==> config.mk <==
export PLATFORM = sky130hd
export DESIGN_NAME = bus_arbiter4
export DESIGN_NICKNAME = d
export VERILOG_FILES = /design/src/rtl/bus_arbiter4.sv
export SDC_FILE = /design/constraint.sdc
export NUM_CORES = 1
export LEC_CHECK = 0
export CAP_MARGIN = 20
export CORE_ASPECT_RATIO = 0.75
export CORE_UTILIZATION = 33
export CTS_BUF_LIST = sky130_fd_sc_hd__clkbuf_8
export CTS_CLUSTER_DIAMETER = 200
export DETAILED_ROUTE_END_ITERATION = 8
export GPL_ROUTABILITY_DRIVEN = 0
export GPL_TIMING_DRIVEN = 0
export PLACE_DENSITY = 0.88
export SETUP_SLACK_MARGIN = 0.05
export SYNTH_ARGS = -nofsm -noshare
export SYNTH_HDL_FRONTEND = slang
export SYNTH_SLANG_ARGS = --single-unit
==> constraint.sdc <==
create_clock -name clk_i -period 2.37 [get_ports clk_i]
set_input_delay 0.711 -clock clk_i [delete_from_list [all_inputs] [get_ports clk_i]]
set_output_delay 0.711 -clock clk_i [all_outputs]
set_load 0.05 [all_outputs]
==> src/rtl/bus_arbiter4.sv <==
// -----------------------------------------------------------------------------
// bus_arbiter4
//   Round-robin arbiter for the shared 16-bit 4:1 operand/result bus. One
//   requester owns the bus at a time and keeps it until it releases (DONE or
//   dropping REQ). On release the arbiter re-arbitrates on the same edge, so
//   the bus passes straight to the next requester with no idle bubble. The
//   previous owner is searched last.
//
//   Optional feature: define ARB_TIMEOUT_EN to enable a hold limit of MAX_HOLD
//   cycles. When the limit is reached the grant is revoked and timeout_o
//   pulses. Without the macro, grants are held indefinitely and timeout_o is 0.
//
// Ports
//   clk_i        rising-edge clock
//   rst_n_i      asynchronous active-low reset
//   req_i[3:0]   req_i[i]=1: requester i wants the bus
//   done_i[3:0]  done_i[i]=1: owner i releases at this edge (ignored for non-owners)
//   i0_i..i3_i   requester data inputs
//   gnt_o[3:0]   registered one-hot grant, 0 when idle
//   s1_o,s0_o    registered mux select, index of the current/last owner
//   bus_valid_o  |gnt_o
//   bus_out_o    selected data input when valid, else 0 (combinational)
//   timeout_o    one-cycle pulse when a grant was revoked by the hold limit
// -----------------------------------------------------------------------------
module bus_arbiter4 #(
  parameter int DATA_W   = 16,
  parameter int MAX_HOLD = 15
) (
  input  logic              clk_i,
  input  logic              rst_n_i,
  input  logic [3:0]        req_i,
  input  logic [3:0]        done_i,
  input  logic [DATA_W-1:0] i0_i,
  input  logic [DATA_W-1:0] i1_i,
  input  logic [DATA_W-1:0] i2_i,
  input  logic [DATA_W-1:0] i3_i,
  output logic [3:0]        gnt_o,
  output logic              s1_o,
  output logic              s0_o,
  output logic              bus_valid_o,
  output logic [DATA_W-1:0] bus_out_o,
  output logic              timeout_o
);

  if (MAX_HOLD < 1 || MAX_HOLD > 255) begin : g_bad_max_hold
    $error("bus_arbiter4: MAX_HOLD must be in 1..255");
  end

  typedef enum logic {IDLE, BUSY} state_t;

  state_t     state_q, state_d;
  logic [3:0] gnt_q, gnt_d;
  logic [1:0] sel_q, sel_d;
  logic [1:0] last_q, last_d;
  logic       timeout_q, timeout_d;

`ifdef ARB_TIMEOUT_EN
  localparam logic [7:0] HOLD_LAST = 8'(MAX_HOLD - 1);
  logic [7:0] hold_q, hold_d;
`endif

  // Returns {found, index}: first set bit of mask in order last+1 .. last+4.
  function automatic logic [2:0] rr_pick(input logic [3:0] mask,
                                         input logic [1:0] last);
    logic [2:0] r;
    logic [1:0] c;
    r = 3'b000;
    for (int k = 1; k <= 4; k++) begin
      c = last + k[1:0];
      if (!r[2] && mask[c]) r = {1'b1, c};
    end
    return r;
  endfunction

  logic       rel;
  logic       tmo;
  logic       arb;
  logic [3:0] mask;
  logic [2:0] pick;

  always_comb begin
    state_d   = state_q;
    gnt_d     = gnt_q;
    sel_d     = sel_q;
    last_d    = last_q;
    timeout_d = 1'b0;
    // While BUSY, sel_q is the owner index; a normal release beats the limit.
    rel       = (state_q == BUSY) && (done_i[sel_q] || !req_i[sel_q]);
    tmo       = 1'b0;
`ifdef ARB_TIMEOUT_EN
    hold_d    = hold_q;
    if (state_q == BUSY) hold_d = hold_q + 8'd1;
    tmo       = (state_q == BUSY) && !rel && (hold_q == HOLD_LAST);
`endif
    // A timed-out owner may not win the re-arbitration it triggered.
    mask = tmo ? (req_i & ~gnt_q) : req_i;
    // last_q equals the owner while BUSY, so the owner is searched last.
    pick = rr_pick(mask, last_q);
    arb  = (state_q == IDLE) ? (|req_i) : (rel || tmo);
    if (arb) begin
      timeout_d = tmo;
      if (pick[2]) begin
        state_d = BUSY;
        gnt_d   = 4'b0001 << pick[1:0];
        sel_d   = pick[1:0];
        last_d  = pick[1:0];
`ifdef ARB_TIMEOUT_EN
        hold_d  = 8'd0;
`endif
      end else begin
        // Select lines keep the last owner so they only move with a new grant.
        state_d = IDLE;
        gnt_d   = 4'b0000;
      end
    end
  end

  always_ff @(posedge clk_i or negedge rst_n_i) begin
    if (!rst_n_i) begin
      state_q   <= IDLE;
      gnt_q     <= 4'b0000;
      sel_q     <= 2'b00;
      last_q    <= 2'd3;
      timeout_q <= 1'b0;
`ifdef ARB_TIMEOUT_EN
      hold_q    <= 8'd0;
`endif
    end else begin
      state_q   <= state_d;
      gnt_q     <= gnt_d;
      sel_q     <= sel_d;
      last_q    <= last_d;
      timeout_q <= timeout_d;
`ifdef ARB_TIMEOUT_EN
      hold_q    <= hold_d;
`endif
    end
  end

  assign gnt_o        = gnt_q;
  assign s1_o         = sel_q[1];
  assign s0_o         = sel_q[0];
  assign bus_valid_o  = |gnt_q;
  assign timeout_o    = timeout_q;

  always_comb begin
    bus_out_o = '0;
    if (bus_valid_o) begin
      case (sel_q)
        2'd0:    bus_out_o = i0_i;
        2'd1:    bus_out_o = i1_i;
        2'd2:    bus_out_o = i2_i;
        default: bus_out_o = i3_i;
      endcase
    end
  end

endmodule
After elaboration in Yosys (flattened, before gate mapping)
Index checks and enable logic that the tools add are counted.
- input bits: 74
- flip-flop bits (word level): 9
- memory bits (writable): 0
- memories: 0
- logic and storage cells: 49
- latch bits: 0
- bits in read-only memories: 0
- output and inout port bits: 24
- $add $sub $neg: 3
- bitwise operators: 0
- div/mod/pow operators: 0
- $mul: 0
- shift operators: 1
- equality and inequality tests: 2
- muxes and demuxes: 21
- reduce and logical (&&, ||, !) cells: 13
- $lt $le $gt $ge: 5
- operator list (operator ; number):
    16-bit case mux with 3 select lines ; 1
    16-bit two-way mux ; 1
    2-bit by 3-bit < comparator with 1-bit output, second input constant ; 5
    1-bit binary-select mux with 2-bit select ; 6
    3-bit two-way mux ; 4
    1-bit two-way mux ; 8
    4-bit OR reduction ; 2
    2-bit adder, second input constant ; 2
    1-bit logical AND ; 4
    1-bit zero test ; 4
    4-bit two-way mux ; 1
    1-bit by 2-bit << shifter with 4-bit output, first input constant ; 1
    2-bit by 1-bit adder with 2-bit output, second input constant ; 1
    2-bit by 1-bit == test with 1-bit output, second input constant ; 1
    2-bit == test, second input constant ; 1
    2-bit zero test ; 1
    2-bit AND reduction ; 1
    1-bit logical OR ; 1

Longest topological paths before layout
- depth in word-level cells: 15
- gate-level depth with buffers: 6
- gate-level depth less buffers: 5

Worst setup path after synthesis
Ideal clock, no wire load.
- path kind: register to output
- start: register sel_q[0]
- end: output bus_out_o[13]
- stages on the path, launching flop included: 5
- arrival time: 2032 ps
- path slack: -373 ps
- required time: 1659 ps
- path through: dfrtp_1 -> buf_6 -> buf_4 -> mux4_2 -> nor2b_1
- word-level cells in the longest chain between the ends: 3
- elaborated cells between the ends (all ways): 5
- RTL lines (item ; RTL line ; source):
    start, declared ; 53 ; logic [1:0] sel_q, sel_d;
    start signal, assigned ; 131 ; sel_q <= sel_d;
    2-bit == test, or another cell as far along ; 149 ; case (sel_q)
    16-bit case mux with 3 select lines * ; 149 ;
    16-bit two-way mux * ; 148 ; if (bus_valid_o) begin
    end, declared ; 41 ; output logic [DATA_W-1:0] bus_out_o,
Mark *: on every way between the ends. The rest lies on a longest branch, timed or not.

Worst setup path in the final report
- start: input i0_i[3]
- end: output bus_out_o[3]
- word-level cells in the longest chain between the ends: 2
- RTL lines (item ; RTL line ; source):
    start, declared ; 33 ; input logic [DATA_W-1:0] i0_i,
    16-bit case mux with 3 select lines ; 149 ;
    16-bit two-way mux ; 148 ;
Every way passes these cells.

==> results.md <==
STA:
- The clock period minus worst slack is 2.42 ns.
- For the final routed database, the setup TNS stands at -0.349 ns.
- Setup repair after global routing could not meet its margin everywhere.
- The post-route fraction of the period consumed by the critical path is 102%.
- The transition time at the pin with the least slew margin is between 0.5 and 0.6 ns.
- The number of hold violations in the final report is 0.
- Across all hold checks on the routed design, the worst slack comes to between 0.5 and 0.6 ns.
- The count of final setup violators is 12.
- The post-route worst setup slack is -0.0493 ns.
- The max-slew violation total from the final report is 0.
- Timing would allow up to 413 MHz.
- The worst pin sits at a relative slew slack of approximately two thirds.
- The final worst clock skew is roughly 0.0021 ns.

Clocking:
- In this run the number of H-tree levels came out at 1.
- The maximum buffer depth of the clock tree is 2.
- The clock latency reported for the late side of the worst-skew pair is ~0.23 ns.
- Clock tree synthesis selected as its root buffer the cell sky130_fd_sc_hd__clkbuf_8.
- The number of sinks on the clock net is 9.
- The CTS tree is done.
- The post-CTS clock slew at the launch and capture registers of the worst setup and hold paths is about 0.040 ns.
- Counting the buffers created by CTS gives 3.

Critical path:
- The largest stage delay on the critical path is between 0.4 and 0.5 ns.
- The element type at the critical path end is an output pin.
- The capture point of the worst reg-to-reg path is gnt_o[3].
- The slack of the worst reg-to-reg path is approximately 0.67 ns.
- The number of cell instances on the worst register-to-register path is 6.
- The total buffers and inverters traversed by the critical path is 2.
- The kind of cell adding the most delay to the critical path is multiplexers.
- Data on the critical path is required at its endpoint by 1.66 ns.
- Of all nets on the critical path, the largest fanout is 1.
- The slowest stage of the critical path belongs to the cell sky130_fd_sc_hd__mux4_2.
- STA classifies the critical path startpoint as an input pin.
- Data arrives at the worst endpoint at between 1.5 and 2 ns.
- The critical path is of the input pin to output pin type.
- In this run the critical register-to-register path is launched from sel_q[0].
- Traced cell by cell, the critical path runs through dlygate4sd2_1, mux4_2, and2b_1, buf_6.

Final layout:
- The filler cell count is 220.
- The final antenna diode count is 0.
- Summing all flip-flop and latch instances after layout gives 231 µm².
- After the flow finishes, the layout carries non-filler instances totaling approximately 250.
- The area growth from synthesis to layout is 115%.
- The area used by multi-input combinational logic is approximately 940 µm².
- Cells with a size suffix above 1 make up around two fifths of the layout.
- The number of nets in the finished design is ~290.

Logic synthesis:
- The number of enable-type register cells in the synthesized netlist is 0.
- The commonest cells after synthesis are sky130_fd_sc_hd__mux4_2, sky130_fd_sc_hd__nor2b_1, sky130_fd_sc_hd__a21oi_1.
- The proportion of netlist area held by the largest area contributor is between 30% and 40%.
- Yosys instantiated no cell more often than sky130_fd_sc_hd__mux4_2.
- In the post-synthesis netlist, the biggest area contributors are sky130_fd_sc_hd__mux4_2, sky130_fd_sc_hd__dfrtp_1, sky130_fd_sc_hd__nor2b_1.
- The count of different cell masters after synthesis is 36.
- After synthesis, the mean cell area works out to 11.2 µm².
- The number of nets in the synthesized netlist is roughly 180.
- In the synthesized netlist the async set-or-reset flop fraction comes to between 90% and 100%.
- In the synthesized netlist the dominant register cell turns out to be sky130_fd_sc_hd__dfrtp_1.
- For this run, the register share of the synthesized area comes to about 20%.
- Summing every instance area after synthesis gives 0.00114 mm².
- The synthesized instance count is 102.
- The number of register bits inferred by synthesis is 9.
- The Yosys step of the flow raised 0 warnings.
- The dominant cell type by area after synthesis is sky130_fd_sc_hd__mux4_2.

Hold path:
- The origin of the worst min-delay path is gnt_o[0].
- In this run the worst hold path is classified as flop to flop.
- The path with the worst hold slack has its endpoint at gnt_o[0].
- Counting instances, the worst hold path has a depth of 2.

Drt:
- After detailed routing, the average wire length per cell comes to 18.6 µm.
- The routed design has 4680 µm of wire.
- The count of vias placed by the detailed router is between 1000 and 1500.
- The count of TritonRoute iterations in the first routing pass is 4.
- After detailed routing, the number of vias per cell comes to about 5.4.
- The number of violations reported at the end of detailed-routing iteration 0 is 43.
- The remaining antenna violation count after routing is 0.
- After detailed routing, the number of remaining DRC violations is 0.

Placement:
- The placed instance count is ~240.
- Port buffering added between 90 and 100 buffers.
- The pre-CTS setup slack is -0.832 ns.
- Detailed placement ended at an HPWL of approximately 3600 µm.

Job:
- Across the run, the number of max-cap violations was 0.

Power and ir drop:
- The areal power density over the cells is ~1700 mW/mm².
- The total power is ~4100 µW.
- The reported leakage power is roughly 0.0010 µW.
- The worst IR drop on VDD is ~0.00098 V.

Die:
- The die footprint is 0.00370 mm².
- During I/O placement, the number of pins put on the boundary was 98.
- For this configuration, the core starts out at a cell density of 34.7%.
- The placement row count is 18.
- The total core area is 0.00329 mm².
- The die height is roughly 53 µm.
- The die is about 70 µm wide.

Outcome:
- The checks that failed: negative setup slack.
- The flow ran to the end, but the final reports show violations.

Global routing:
- The initial antenna violation count is 0.
- Across every metal layer, demand over resource in global routing totals roughly 24%.
- The first global-routing pass estimated 6690 µm of wire.
- The sum of overflow across all layers after global routing is 0.
- Entering global routing, the biggest net connects 11 pins.
- The number of global-route vias before repair is 1312.
worst register-to-register path, stage by stage, from the launching register on:
cell and delay, ns:
sky130_fd_sc_hd__dfrtp_2 0.43, sky130_fd_sc_hd__buf_12 0.15, sky130_fd_sc_hd__buf_4 0.13, sky130_fd_sc_hd__and4b_4 0.22, sky130_fd_sc_hd__o21ai_1 0.23, sky130_fd_sc_hd__o221ai_2 0.19
sky130_fd_sc_hd__a32o_1 0.24
area by class of cell:
class	count	share of cell area (%)
buffer	8	3.27
tap	40	2.04
sequential	9	9.44
inverter	6	0.918
clock buffer	3	1.68
timing repair buffer	105	44.3
clock inverter	1	0.153
multi-input combinational	79	38.2
worst max-delay path by stage:
stage             start             to  slack (ns)  cells after the start
2_1_floorplan  sel_q[1]  bus_out_o[13]       -0.06                      3
3_3_place_gp    i0_i[0]   bus_out_o[0]       -0.82                      4
3_5_place_dp    i0_i[0]   bus_out_o[0]       -0.83                      4
4_1_cts        sel_q[0]   bus_out_o[3]       -0.06                      5
5_1_grt        sel_q[0]  bus_out_o[10]       -0.09                      5
6_report        i0_i[3]   bus_out_o[3]       -0.05                      4
layer usage:
layer | part of all wire, % | track usage (%) | wire [µm] | vias to the layer above
li1 | - | - | - | 619
met1 | 37 | 29.0 | 1730 | 670
met2 | 56 | 45.2 | 2620 | 59
met3 | 6.6 | 5.14 | 309 | 2
met4 | 0.45 | 6.33 | 21 | 0
met5 | 0 | 0 | 0 | -
placed cells by master, fill, tap and decap left out, types with 2 or more instances in the layout:
master                            netlist  layout
sky130_fd_sc_hd__a21oi_1                8       8
sky130_fd_sc_hd__a32o_1                 2       2
sky130_fd_sc_hd__and2b_1                6       2
sky130_fd_sc_hd__and2b_4                0       4
sky130_fd_sc_hd__and4b_4                2       2
sky130_fd_sc_hd__buf_12                 0       3
sky130_fd_sc_hd__buf_2                  2       3
sky130_fd_sc_hd__buf_4                  2       9
sky130_fd_sc_hd__buf_6                  1       9
sky130_fd_sc_hd__buf_8                  0       7
sky130_fd_sc_hd__clkbuf_8               0       4
sky130_fd_sc_hd__clkdlybuf4s15_1        0      53
sky130_fd_sc_hd__clkdlybuf4s50_1        0      14
sky130_fd_sc_hd__dfrtp_1                7       4
sky130_fd_sc_hd__dfrtp_2                0       3
sky130_fd_sc_hd__dfstp_2                2       2
sky130_fd_sc_hd__dlygate4sd2_1          0      11
sky130_fd_sc_hd__inv_1                  5       6
sky130_fd_sc_hd__mux2i_1                2       2
sky130_fd_sc_hd__mux4_2                16      16
sky130_fd_sc_hd__nand2b_1               3       3
sky130_fd_sc_hd__nor2_1                 4       4
sky130_fd_sc_hd__nor2b_4                0      10
sky130_fd_sc_hd__nor3_1                 4       4
sky130_fd_sc_hd__nor4_4                 1       2
sky130_fd_sc_hd__o21a_1                 2       2
sky130_fd_sc_hd__o221ai_1               2       2
sky130_fd_sc_hd__o22ai_1                2       2
sequential cells by signal, summed over array words and instances, names as in the netlist:
signal   flops
gnt_o        4
last_q       2
sel_q        2
state_q      1
power by group:
part           switching, µW  total (µW)  internal, µW  leakage (µW)
Sequential              85.3         327           242      0.000101
Combinational           1910        3590          1670      0.000915
Clock                   59.3         172           113     0.0000269
cell families (layout without fill, tap and decap cells):
family          count (synthesis)  after routing  synth area share [%]
compound gates                 22             22                  13.9
buf+inv                        14            123                  6.14
flops                           9              9                  20.0
mux                            18             18                  33.3
other cells                     1              1                 0.329
simple gates                   38             38                  26.3
per-stage QoR:
stage               util (%)  area (µm²)
global route            74.6        2450
CTS                     73.6        2420
finish                  74.6        2450
floorplan                  -        1220
detailed placement      67.6        2220
global placement        67.6        2220
what timing repair did:
action	4_1_cts	5_1_grt
buffers inserted	6	3
setup endpoints to repair	17	20
gates resized for setup	249	7
cloned	1	0
pin swaps	1	1
hold buffers	0	0
(Power assumes the default switching activity.)
